--- src/rtl/acc_resp_adapter.sv ---
// Accelerator response adapter: queues dispatcher requests, runs them one at a time
// through memory/invalidation handshakes, and returns responses in acceptance order.
module acc_resp_adapter #(
    parameter int unsigned Depth       = 4,
    parameter int unsigned TransIdBits = 3
) (
    input  logic                   clk_i,
    input  logic                   rst_ni,
    input  logic                   req_valid_i,
    output logic                   req_ready_o,
    input  logic [31:0]            insn_i,
    input  logic [63:0]            rs1_i,
    input  logic [63:0]            rs2_i,
    input  logic [2:0]             frm_i,
    input  logic [TransIdBits-1:0] trans_id_i,
    input  logic                   store_pending_i,
    input  logic                   acc_cons_en_i,
    input  logic                   inval_ready_i,
    input  logic                   resp_ready_i,
    output logic                   resp_valid_o,
    output logic [TransIdBits-1:0] resp_trans_id_o,
    output logic [63:0]            resp_result_o,
    output logic                   exc_valid_o,
    output logic [63:0]            exc_cause_o,
    output logic [63:0]            exc_tval_o,
    output logic                   fflags_valid_o,
    output logic [4:0]             fflags_o,
    output logic                   store_pending_o,
    output logic                   load_complete_o,
    output logic                   store_complete_o,
    output logic                   inval_valid_o,
    output logic [63:0]            inval_addr_o,
    output logic                   mem_req_valid_o,
    input  logic                   mem_req_ready_i,
    output logic                   mem_we_o,
    output logic [63:0]            mem_addr_o,
    output logic [63:0]            mem_wdata_o,
    input  logic                   mem_rsp_valid_i,
    input  logic [63:0]            mem_rdata_i
);
    localparam int unsigned AW = $clog2(Depth);

    typedef enum logic [2:0] {IDLE, MEM_REQ, MEM_WAIT, INVAL, RESP} state_e;
    typedef enum logic [1:0] {OP_LOAD, OP_STORE, OP_ARITH, OP_ILLEGAL} op_e;

    function automatic op_e decode_op(input logic [31:0] insn);
        case (insn[6:0])
            7'h07:   decode_op = OP_LOAD;
            7'h27:   decode_op = OP_STORE;
            7'h57:   decode_op = OP_ARITH;
            default: decode_op = OP_ILLEGAL;
        endcase
    endfunction

    function automatic logic signed [63:0] wrap_add(input logic signed [63:0] a,
                                                    input logic signed [63:0] b);
        wrap_add = a + b;
    endfunction

    logic [31:0]            fifo_insn [Depth];
    logic [63:0]            fifo_rs1  [Depth];
    logic [63:0]            fifo_rs2  [Depth];
    logic [2:0]             fifo_frm  [Depth];
    logic [TransIdBits-1:0] fifo_id   [Depth];

    logic [AW:0] wr_ptr, rd_ptr, store_cnt;
    logic        full, empty, push, pop, push_store, pop_store;
    op_e         head_op;
    logic [AW-1:0] rd_idx;

    state_e                 state;
    op_e                    svc_op;
    logic [31:0]            svc_insn;
    logic [63:0]            svc_rs1, svc_rs2, svc_result;
    logic [2:0]             svc_frm;
    logic [TransIdBits-1:0] svc_id;
    logic                   svc_exc;
    logic                   frm_unused;

    assign rd_idx     = rd_ptr[AW-1:0];
    assign empty      = (wr_ptr == rd_ptr);
    assign full       = (wr_ptr[AW] != rd_ptr[AW]) && (wr_ptr[AW-1:0] == rd_ptr[AW-1:0]);
    assign req_ready_o = !full;
    assign push       = req_valid_i && !full;
    assign pop        = (state == IDLE) && !empty;
    assign head_op    = decode_op(fifo_insn[rd_idx]);
    assign push_store = push && (decode_op(insn_i) == OP_STORE);
    assign pop_store  = pop && (head_op == OP_STORE);

    // Rounding mode is carried with the instruction for future FP operations.
    assign frm_unused = ^svc_frm;

    always_ff @(posedge clk_i) begin
        if (push) begin
            fifo_insn[wr_ptr[AW-1:0]] <= insn_i;
            fifo_rs1[wr_ptr[AW-1:0]]  <= rs1_i;
            fifo_rs2[wr_ptr[AW-1:0]]  <= rs2_i;
            fifo_frm[wr_ptr[AW-1:0]]  <= frm_i;
            fifo_id[wr_ptr[AW-1:0]]   <= trans_id_i;
        end
    end

    always_ff @(posedge clk_i) begin
        if (!rst_ni) begin
            wr_ptr    <= '0;
            rd_ptr    <= '0;
            store_cnt <= '0;
        end else begin
            if (push) wr_ptr <= wr_ptr + (AW+1)'(1);
            if (pop)  rd_ptr <= rd_ptr + (AW+1)'(1);
            case ({push_store, pop_store})
                2'b10:   store_cnt <= store_cnt + (AW+1)'(1);
                2'b01:   store_cnt <= store_cnt - (AW+1)'(1);
                default: store_cnt <= store_cnt;
            endcase
        end
    end

    always_ff @(posedge clk_i) begin
        if (!rst_ni) begin
            state <= IDLE;
        end else begin
            case (state)
                IDLE:     if (pop) state <= (head_op == OP_LOAD || head_op == OP_STORE)
                                            ? MEM_REQ : RESP;
                MEM_REQ:  if (mem_req_valid_o && mem_req_ready_i)
                              state <= (svc_op == OP_LOAD) ? MEM_WAIT : INVAL;
                MEM_WAIT: if (mem_rsp_valid_i) state <= RESP;
                INVAL:    if (inval_ready_i) state <= RESP;
                RESP:     if (resp_ready_i) state <= IDLE;
                default:  state <= IDLE;
            endcase
        end
    end

    // Service register: the single instruction currently being worked on.
    always_ff @(posedge clk_i) begin
        if (pop) begin
            svc_op     <= head_op;
            svc_insn   <= fifo_insn[rd_idx];
            svc_rs1    <= fifo_rs1[rd_idx];
            svc_rs2    <= fifo_rs2[rd_idx];
            svc_frm    <= fifo_frm[rd_idx];
            svc_id     <= fifo_id[rd_idx];
            svc_exc    <= (head_op == OP_ILLEGAL);
            svc_result <= (head_op == OP_ARITH) ? wrap_add(fifo_rs1[rd_idx], fifo_rs2[rd_idx])
                                                : 64'd0;
        end else if (state == MEM_WAIT && mem_rsp_valid_i) begin
            svc_result <= mem_rdata_i;
        end
    end

    assign mem_req_valid_o  = (state == MEM_REQ) &&
                              !(svc_op == OP_LOAD && acc_cons_en_i && store_pending_i);
    assign mem_we_o         = mem_req_valid_o && (svc_op == OP_STORE);
    assign mem_addr_o       = mem_req_valid_o ? svc_rs1 : 64'd0;
    assign mem_wdata_o      = mem_we_o ? svc_rs2 : 64'd0;

    assign inval_valid_o    = (state == INVAL);
    assign inval_addr_o     = inval_valid_o ? svc_rs1 : 64'd0;
    assign load_complete_o  = (state == MEM_WAIT) && mem_rsp_valid_i;
    assign store_complete_o = (state == INVAL) && inval_ready_i;
    assign store_pending_o  = (store_cnt != '0) ||
                              (svc_op == OP_STORE && (state == MEM_REQ || state == INVAL));

    assign resp_valid_o     = (state == RESP);
    assign resp_trans_id_o  = resp_valid_o ? svc_id : '0;
    assign resp_result_o    = resp_valid_o ? svc_result : 64'd0;
    assign exc_valid_o      = resp_valid_o && svc_exc;
    assign exc_cause_o      = exc_valid_o ? 64'd2 : 64'd0;
    assign exc_tval_o       = exc_valid_o ? {32'd0, svc_insn} : 64'd0;

    assign fflags_valid_o   = 1'b0;
    assign fflags_o         = 5'd0;

endmodule

--- config.mk ---
export PLATFORM = sky130hd
export DESIGN_NAME = acc_resp_adapter
export DESIGN_NICKNAME = d
export VERILOG_FILES = /design/src/rtl/acc_resp_adapter.sv
export SDC_FILE = /design/constraint.sdc
export NUM_CORES = 1
export LEC_CHECK = 0
export BUFFER_PORTS_ARGS = -buffer_cell sky130_fd_sc_hd__clkbuf_2
export CORE_MARGIN = 2
export CORE_UTILIZATION = 30
export DETAILED_ROUTE_END_ITERATION = 16
export HOLD_SLACK_MARGIN = 0.12
export PLACE_DENSITY = 0.54
export SLEW_MARGIN = 20
export SYNTH_ARGS = -nofsm -noshare
export SYNTH_HDL_FRONTEND = slang
export SYNTH_SLANG_ARGS = --single-unit
--- constraint.sdc ---
create_clock -name clk_i -period 6.7 [get_ports clk_i]
set_input_delay 1.34 -clock clk_i [delete_from_list [all_inputs] [get_ports clk_i]]
set_output_delay 1.34 -clock clk_i [all_outputs]
set_load 0.02 [all_outputs]
==> summary.md, run 1 <==
| Metric | Value |
|---|---|
| Run status | `completed` |
| Reg2reg end | `svc_result[63]` |
| Reg2Reg Depth | `14` |
| Post-layout instance area | `45900 sq um` |
| Drc violations | `0` |
| DP Wirelength | `75100 microns` |
| Initial Util | `between 30% and 40%` |
| Core area | `~130000 sq um` |
| Critical Path AT | `6070 ps` |
| CP max FO | `22` |
| CTS max path bufs | `3` |
| CP required | `7110 ps` |
| Placed cell area | `42700 sq um` |
| Gr ovfl total | `0` |
| DR WL/cell | `roughly 24 microns` |
| CTS tree | `built` |
| Hold Buf Count CTS | `0` |
| DRT Wirelength | `approximately 110000 microns` |
| Setup crit end kind | `flip-flop` |
| Worst-Margin Slew | `986 ps` |
| Die width | `362 microns` |
| Iter 0 DRT Violations | `about 1900` |
| Fin crit share | `a little over four fifths` |
| GRT Overall Usage | `between 10% and 20%` |
| R2R Setup Slk | `1040 ps` |
| RSZ-0062 raised after global routing | `false` |
| Number of synthesized flops with an enable pin | `882` |
| Setup violators final | `0` |
| Met2 WL | `52000 microns` |
| Fraction of registers with async set/reset | `0%` |
| Endpoints failing hold | `0` |
| Yosys cell types | `66` |
| Largest cells by area after synthesis | `edfxtp_1 69%, mux4_2 9.6%, and2_1 4.4%` |
| Synth top area share | `69.0%` |
| Mapped Area | `between 30000 and 40000 sq um` |
| Nets | `3191` |
| FP Rows | `131` |
| Synth Flop Type | `edfxtp_1` |
| # port buffers | `536` |
| Post-cts resize count | `0` |
| Clock Latency Late Sink | `720 ps` |
| Post-Route Setup TNS | `0 ps` |
| Max IR drop VDD | `0.000214 V` |
| DIE HEIGHT | `362 microns` |
| Cells after Synth | `2328` |
| Hold WS | `518 ps` |
| Largest net degree at the start of global routing | `94` |
| Root Driver | `clkbuf_16` |
| Setup crit end | `svc_result[63]` |
| Crit Path Class | `reg -> reg` |
| Num Clock Sinks | `896` |
| Met3 WL | `7640 microns` |
| Register area share after synthesis | `69.8%` |
| Drt pass-1 iters | `7` |
| Hold/Removal Path Class | `reg -> reg` |
| Worst Hold Launch | `store_cnt[2]` |
| Via Count | `22100` |
| Pwr dens | `435 nW/um^2` |
| Max Freq | `0.177 GHz` |
| YS warnings | `0` |
| Antenna Violating Nets Remaining | `0` |
| Post-layout min period | `between 5000 and 6000 ps` |
| # H-tree levels | `3` |
| Slew Viols, Final | `0` |
| Slew HR | `approximately a third` |
| TritonCTS Buffers | `98` |
| Setup crit start kind | `flip-flop` |
| Num ports | `641` |
| Maxcap violations | `0` |
| Full die area | `131000 sq um` |
| Yosys reg bits | `about 900` |
| Fraction of layout cells with a size suffix above 1 | `between 30 and 40%` |
| Vias in the first global route | `around 22000` |
| Skew final | `53.3 ps` |
| Post CTS Setup Buffer Count | `0` |
| WL met1 | `47000 microns` |
| Syn avg cell area | `16.5 sq um` |
| Cell accounting for the most synthesized area | `edfxtp_1` |
| Initial antenna violation count | `24` |
| Max layer used | `met5` |
| P_leak | `between 15 and 20 nW` |
| Clk slew on worst S/H paths | `60 ps` |
| Avg Vias per Cell | `4.77` |
| Routability cong. | `0.858` |
| Area Growth Syn to Fin | `19.5%` |
| First-pass GRT wire length | `155000 microns` |
metrics by stage:
step	worst slack (ps)	util [%]	std cells	power, mW
floorplan	520	-	2428	12.2
global placement	882	33.6	4443	14.8
detailed placement	846	33.6	4443	14.8
CTS	842	36.0	4624	20.2
global route	668	36.0	4628	20.9
finish	1040	36.1	4633	19.9
worst min path at each step:
stage / to / cells after the start
5_1_grt: store_cnt[2] / 2
3_3_place_gp: store_cnt[2] / 2
3_5_place_dp: store_cnt[2] / 2
2_1_floorplan: store_cnt[2] / 2
6_report: store_cnt[2] / 2
4_1_cts: store_cnt[2] / 2
cell usage in the layout (no fill, tap or decap), types with 41 or more instances in the layout:
cell,instances
clkbuf_16,99
edfxtp_1,882
xnor2_1,43
nor2_1,41
nand2_1,120
and2_1,271
ha_1,69
clkbuf_2,536
a21oi_1,77
o21ai_0,90
mux4_2,163
conb_1,101
worst max-delay path, stage by stage, from the launching register on:
cell	delay, ps
dfxtp_4	580
buf_12	270
mux4_2	560
ha_1	420
nand2_1	120
nor2_1	520
o221ai_1	580
a221oi_1	760
o21ai_1	140
nand3_1	310
a21oi_1	230
o31ai_2	410
a221oi_2	170
xnor2_1	190
o21ai_1	70
synthesized netlist by cell type, types with 31 or more instances:
master / instances
mux4_2: 163
nand2_1: 120
and2_1: 271
edfxtp_1: 882
and3_1: 39
buf_4: 102
xnor2_1: 43
inv_1: 31
ha_1: 69
clkbuf_1: 86
a21oi_1: 77
a21o_1: 38
o21ai_0: 90
nor2_1: 42
area by class of cell:
| class | instances | area, sq um |
|---|---|---|
| Fill cell | 12200 | 81300 |
| Sequential cell | 896 | 26800 |
| Multi-Input combinational cell | 1281 | 10700 |
| Timing Repair Buffer | 573 | 3050 |
| Clock buffer | 114 | 2530 |
| Tap cell | 1662 | 2080 |
| Clock inverter | 67 | 587 |
| Inverter | 31 | 124 |
| Antenna cell | 9 | 22.5 |
power by group:
group	switching (mW)	internal [mW]	total (mW)
logic	4.57	2.22	6.79
registers	0.383	7.50	7.88
clock network	2.28	2.99	5.27
metal layers:
| metal | global-route usage [%] | vias to the layer above |
|---|---|---|
| met5 | 0 | - |
| met4 | 4.60 | 14 |
| met3 | 4.00 | 140 |
| met2 | 26.6 | 804 |
| met1 | 21.8 | 11200 |
| li1 | - | 9882 |
state kept, by name, indices dropped and copies added (netlist names), 12 cells and up, named ones only:
signal	cells
svc_result	64
fifo_id	12
fifo_rs2	256
fifo_insn	128
svc_insn	32
fifo_rs1	256
svc_rs2	64
svc_rs1	64
cells by family after synthesis:
logic type / Yosys count / share of synthesized area [%]
DFF: 896 / 69.8
and+or+nand+nor: 566 / 8.17
AOI/OAI and AO/OA: 309 / 5.00
buffers and inverters: 251 / 3.50
muxes: 164 / 9.60
adders and majority gates: 71 / 2.35
xor gates and xnor gates: 70 / 1.60
other: 1 / 0.00978
No activity file was read; power rests on OpenSTA's default activity.
==> run 2: changes to the inputs <==
--- a/config.mk
+++ b/config.mk
@@ -5,12 +5,13 @@
 export SDC_FILE = /design/constraint.sdc
 export NUM_CORES = 1
 export LEC_CHECK = 0
+export ABC_AREA = 1
 export BUFFER_PORTS_ARGS = -buffer_cell sky130_fd_sc_hd__clkbuf_2
 export CORE_MARGIN = 2
 export CORE_UTILIZATION = 30
 export DETAILED_ROUTE_END_ITERATION = 16
 export HOLD_SLACK_MARGIN = 0.12
-export PLACE_DENSITY = 0.54
+export PLACE_DENSITY = 0.53
 export SLEW_MARGIN = 20
 export SYNTH_ARGS = -nofsm -noshare
 export SYNTH_HDL_FRONTEND = slang
==> constraint.sdc (replaced) <==
create_clock -name clk_i -period 4.7 [get_ports clk_i]
set_input_delay 0.94 -clock clk_i [delete_from_list [all_inputs] [get_ports clk_i]]
set_output_delay 0.94 -clock clk_i [all_outputs]
set_load 0.02 [all_outputs]
==> summary.md, run 2 <==
| Metric | Value |
|---|---|
| R2R Setup Slk | `about 620 ps` |
| Post-cts resize count | `0` |
| Largest net degree at the start of global routing | `between 100 and 150` |
| Setup crit end kind | `output port` |
| Post-layout min period | `about 4100 ps` |
| Hold Buf Count CTS | `0` |
| Commonest non-fill, non-tap cell in the layout | `edfxtp_1` |
| Buffers & Inverters on Critical Path | `5` |
| Crit Path Class | `reg -> out` |
| CP max FO | `24` |
| Syn avg cell area | `just over 10 sq um` |
| Internal power | `19.4 mW` |
| FP Rows | `136` |
| Num ports | `641` |
| Final worst slack | `614 ps` |
| Clock Latency Late Sink | `730 ps` |
| DR WL/cell | `about 21 microns` |
| Initial Util | `30.1%` |
| Drc violations | `0` |
| Antenna Violating Nets Remaining | `0` |
| Full die area | `141000 sq um` |
| Register area share after synthesis | `64.9%` |
| Gr ovfl total | `0` |
| Initial antenna violation count | `38` |
| Hold/Removal Path Class | `in -> reg` |
| DP Wirelength | `101000 microns` |
| CP most frequent cell | `nor2_1` |
| # H-tree levels | `3` |
| RSZ-0062 raised after global routing | `false` |
| Max IR drop VDD | `around 0.00049 V` |
| Clock share of power | `21.0%` |
| Via Count | `30000` |
| First-pass GRT wire length | `197000 microns` |
| TritonCTS Buffers | `100` |
| Setup violators final | `0` |
| Critical path depth | `9` |
| Synth top area share | `64.2%` |
| Routability cong. | `0.956` |
| Critical-path cell list | `inv_1 > nand2_1 > nor2_1 > inv_1 > nor2_1 > inv_2 > buf_4 > nor2_1 > clkbuf_2` |
| Critical Path AT | `approximately 3200 ps` |
| Placed cell count | `6370` |
| Core area | `137000 sq um` |
| Reg2reg end | `svc_result[58]` |
| Num Clock Sinks | `896` |
| Slowest CP cell | `buf_4` |
| Mapped Area | `around 41000 sq um` |
| Die width | `approximately 370 microns` |
| Maxcap violations | `0` |
| Hold WS | `433 ps` |
| Setup crit end | `mem_wdata_o[49]` |
| Avg Vias per Cell | `approximately 4.6` |
| Setup crit start | `state[2]` |
| Yosys cell types | `43` |
| Fraction of layout cells with a size suffix above 1 | `17.5%` |
| Vias in the first global route | `28200` |
| DRT Wirelength | `139000 microns` |
| Main combinational cell family by area after synthesis | `simple AND/OR/NAND/NOR gates` |
| Top-count cell post-synth | `edfxtp_1` |
| Slew HR | `31.8%` |
| Endpoints failing hold | `0` |
| Reg2Reg Depth | `18` |
| Yosys reg bits | `896` |
| Comb pwr share | `46.4%` |
| Cell Count, Final, Fillers Out | `6562` |
| Synth Area in Adders | `approximately 2.2%` |
| GRT Overall Usage | `roughly a fifth` |
| CTS max path bufs | `3` |
| Cell accounting for the most synthesized area | `edfxtp_1` |
| Worst-Margin Slew | `1020 ps` |
| DIE HEIGHT | `375 microns` |
| CP required | `3760 ps` |
| Cells after Synth | `between 4000 and 5000` |
| Skew final | `42.6 ps` |
| P_leak | `21.2 nW` |
| Fraction of the mapped netlist area in simple logic gates | `16.0%` |
| Run status | `completed` |
| Fin crit share | `between 80 and 90%` |
| Number of synthesized flops with an enable pin | `882` |
| Setup crit start kind | `flip-flop` |
| Pre-CTS setup slack | `729 ps` |
| YS warnings | `0` |
| Commonest cells after routing, fill and taps aside | `882 x edfxtp_1, 774 x nand2_1, 736 x nor2_1` |
| Synth Flop Type | `edfxtp_1` |
| Root Driver | `clkbuf_16` |
| Nets | `around 5000` |
| Compound-Gate Fraction of Synth Area | `7.67%` |
| NetSw | `approximately 16 mW` |
| Mux cell area share after synthesis | `0.0243%` |
| Synth Area in XOR/XNOR | `0.318%` |
| # port buffers | `about 540` |
| Seq pwr share | `32.7%` |
| Clk slew on worst S/H paths | `about 60 ps` |
| Drt pass-1 iters | `5` |
| Commonest cells in the netlist | `882 x edfxtp_1, 777 x nand2_1, 740 x nor2_1` |
| CP max stage delay | `370 ps` |
| Area Growth Syn to Fin | `19.7%` |
| Iter 0 DRT Violations | `2041` |
| Post CTS Setup Buffer Count | `0` |
| Slew Viols, Final | `0` |
| Switching share of total power | `between 40% and 50%` |
| Fraction of registers with async set/reset | `0%` |
| Pwr dens | `707 nW/um^2` |
| Max Freq | `roughly 0.24 GHz` |
| Largest cells by area after synthesis | `edfxtp_1 64%, nand2_1 7.1%, nor2_1 6.7%` |
| Tot Pwr | `roughly 35 mW` |
| CTS tree | `built` |
| Critical path's top delay family | `buffers and inverters` |
==> run 2: cell types whose count changed in the layout (fill, tap and decap cells not counted), moves of 23 or more <==
cell     delta
inv_1     +565
o21ai_1    -23
nand3_1    +85
buf_4      +47
xnor2_1    -30
a21o_1     -38
o21ai_0   +244
xor2_1     -25
nor2_1    +695
and3_1     -34
and2_1    -268
o22ai_1   +151
nand2_1   +654
mux4_2    -163
==> run 2: power by group through the flow <==
stage          Sequential (mW)  Combinational, mW  Clock (mW)
2_1_floorplan             11.5               9.66           0
3_3_place_gp              11.6               16.1           0
3_5_place_dp              11.6               16.1           0
4_1_cts                   11.4               16.2        7.53
5_1_grt                   11.5               17.9        7.82
6_report                  11.4               16.2        7.32
==> run 2: metrics by stage <==
step           TNS [ps]  area, sq um  util (%)
6_report              0        49400      36.1
3_5_place_dp          0        46300      33.8
2_1_floorplan   -581010        41700         -
4_1_cts               0        49300      36.0
5_1_grt               0        49400      36.1
3_3_place_gp          0        46300      33.8
==> run 2: kinds of logic (layout without fill, tap and decap cells) <==
logic type | after synthesis | in the layout
mux | 1 | 1
buf+inv | 850 | 1418
fa+ha+maj | 71 | 71
other cells | 1 | 112
xor+xnor | 15 | 15
compound gates | 574 | 574
flops | 896 | 896
simple gates | 1681 | 1681
==> run 2: how the worst min path moves through the flow <==
stage / from / endpoint / slack [ps] / cells after the start
6_report: rs1_i[29] / fifo_rs1[3][29] / 430 / 1
5_1_grt: rs1_i[33] / fifo_rs1[3][33] / 400 / 1
4_1_cts: rs2_i[30] / fifo_rs2[3][30] / 360 / 1
3_5_place_dp: rd_ptr[2] / rd_ptr[2] / 470 / 2
3_3_place_gp: wr_ptr[2] / wr_ptr[2] / 460 / 1
2_1_floorplan: wr_ptr[2] / wr_ptr[2] / 440 / 1
==> run 2: layer usage <==
| metal | wire length, microns | share of wire [%] | global-route usage [%] | up-vias |
|---|---|---|---|---|
| met5 | 178 | 0.13 | 0 | - |
| met1 | 62100 | 45 | 25.6 | 14500 |
| met4 | 3960 | 2.8 | 6.86 | 28 |
| met3 | 6870 | 4.9 | 3.24 | 196 |
| met2 | 66100 | 47 | 31.9 | 820 |
| li1 | - | - | - | 14500 |
==> run 2: layout make-up <==
cell class | instances | area (sq um)
clock buffer | 122 | 2610
timing repair buffer | 639 | 3790
multi-input combinational | 2443 | 11300
sequential | 896 | 26800
fill | 13800 | 87600
inverter | 599 | 2270
antenna | 11 | 27.5
clock inverter | 58 | 412
tap | 1794 | 2240
==> run 2: worst register-to-register path: cells and delay by family, from the launching register on <==
| kind | cells | cell delay (ps) |
|---|---|---|
| flip-flops | 1 | 380 |
| adder cells (fa/ha/maj) | 1 | 440 |
| buffers and inverters | 4 | 1020 |
| AO/OA/AOI/OAI | 2 | 490 |
| AND/OR/NAND/NOR | 11 | 1480 |
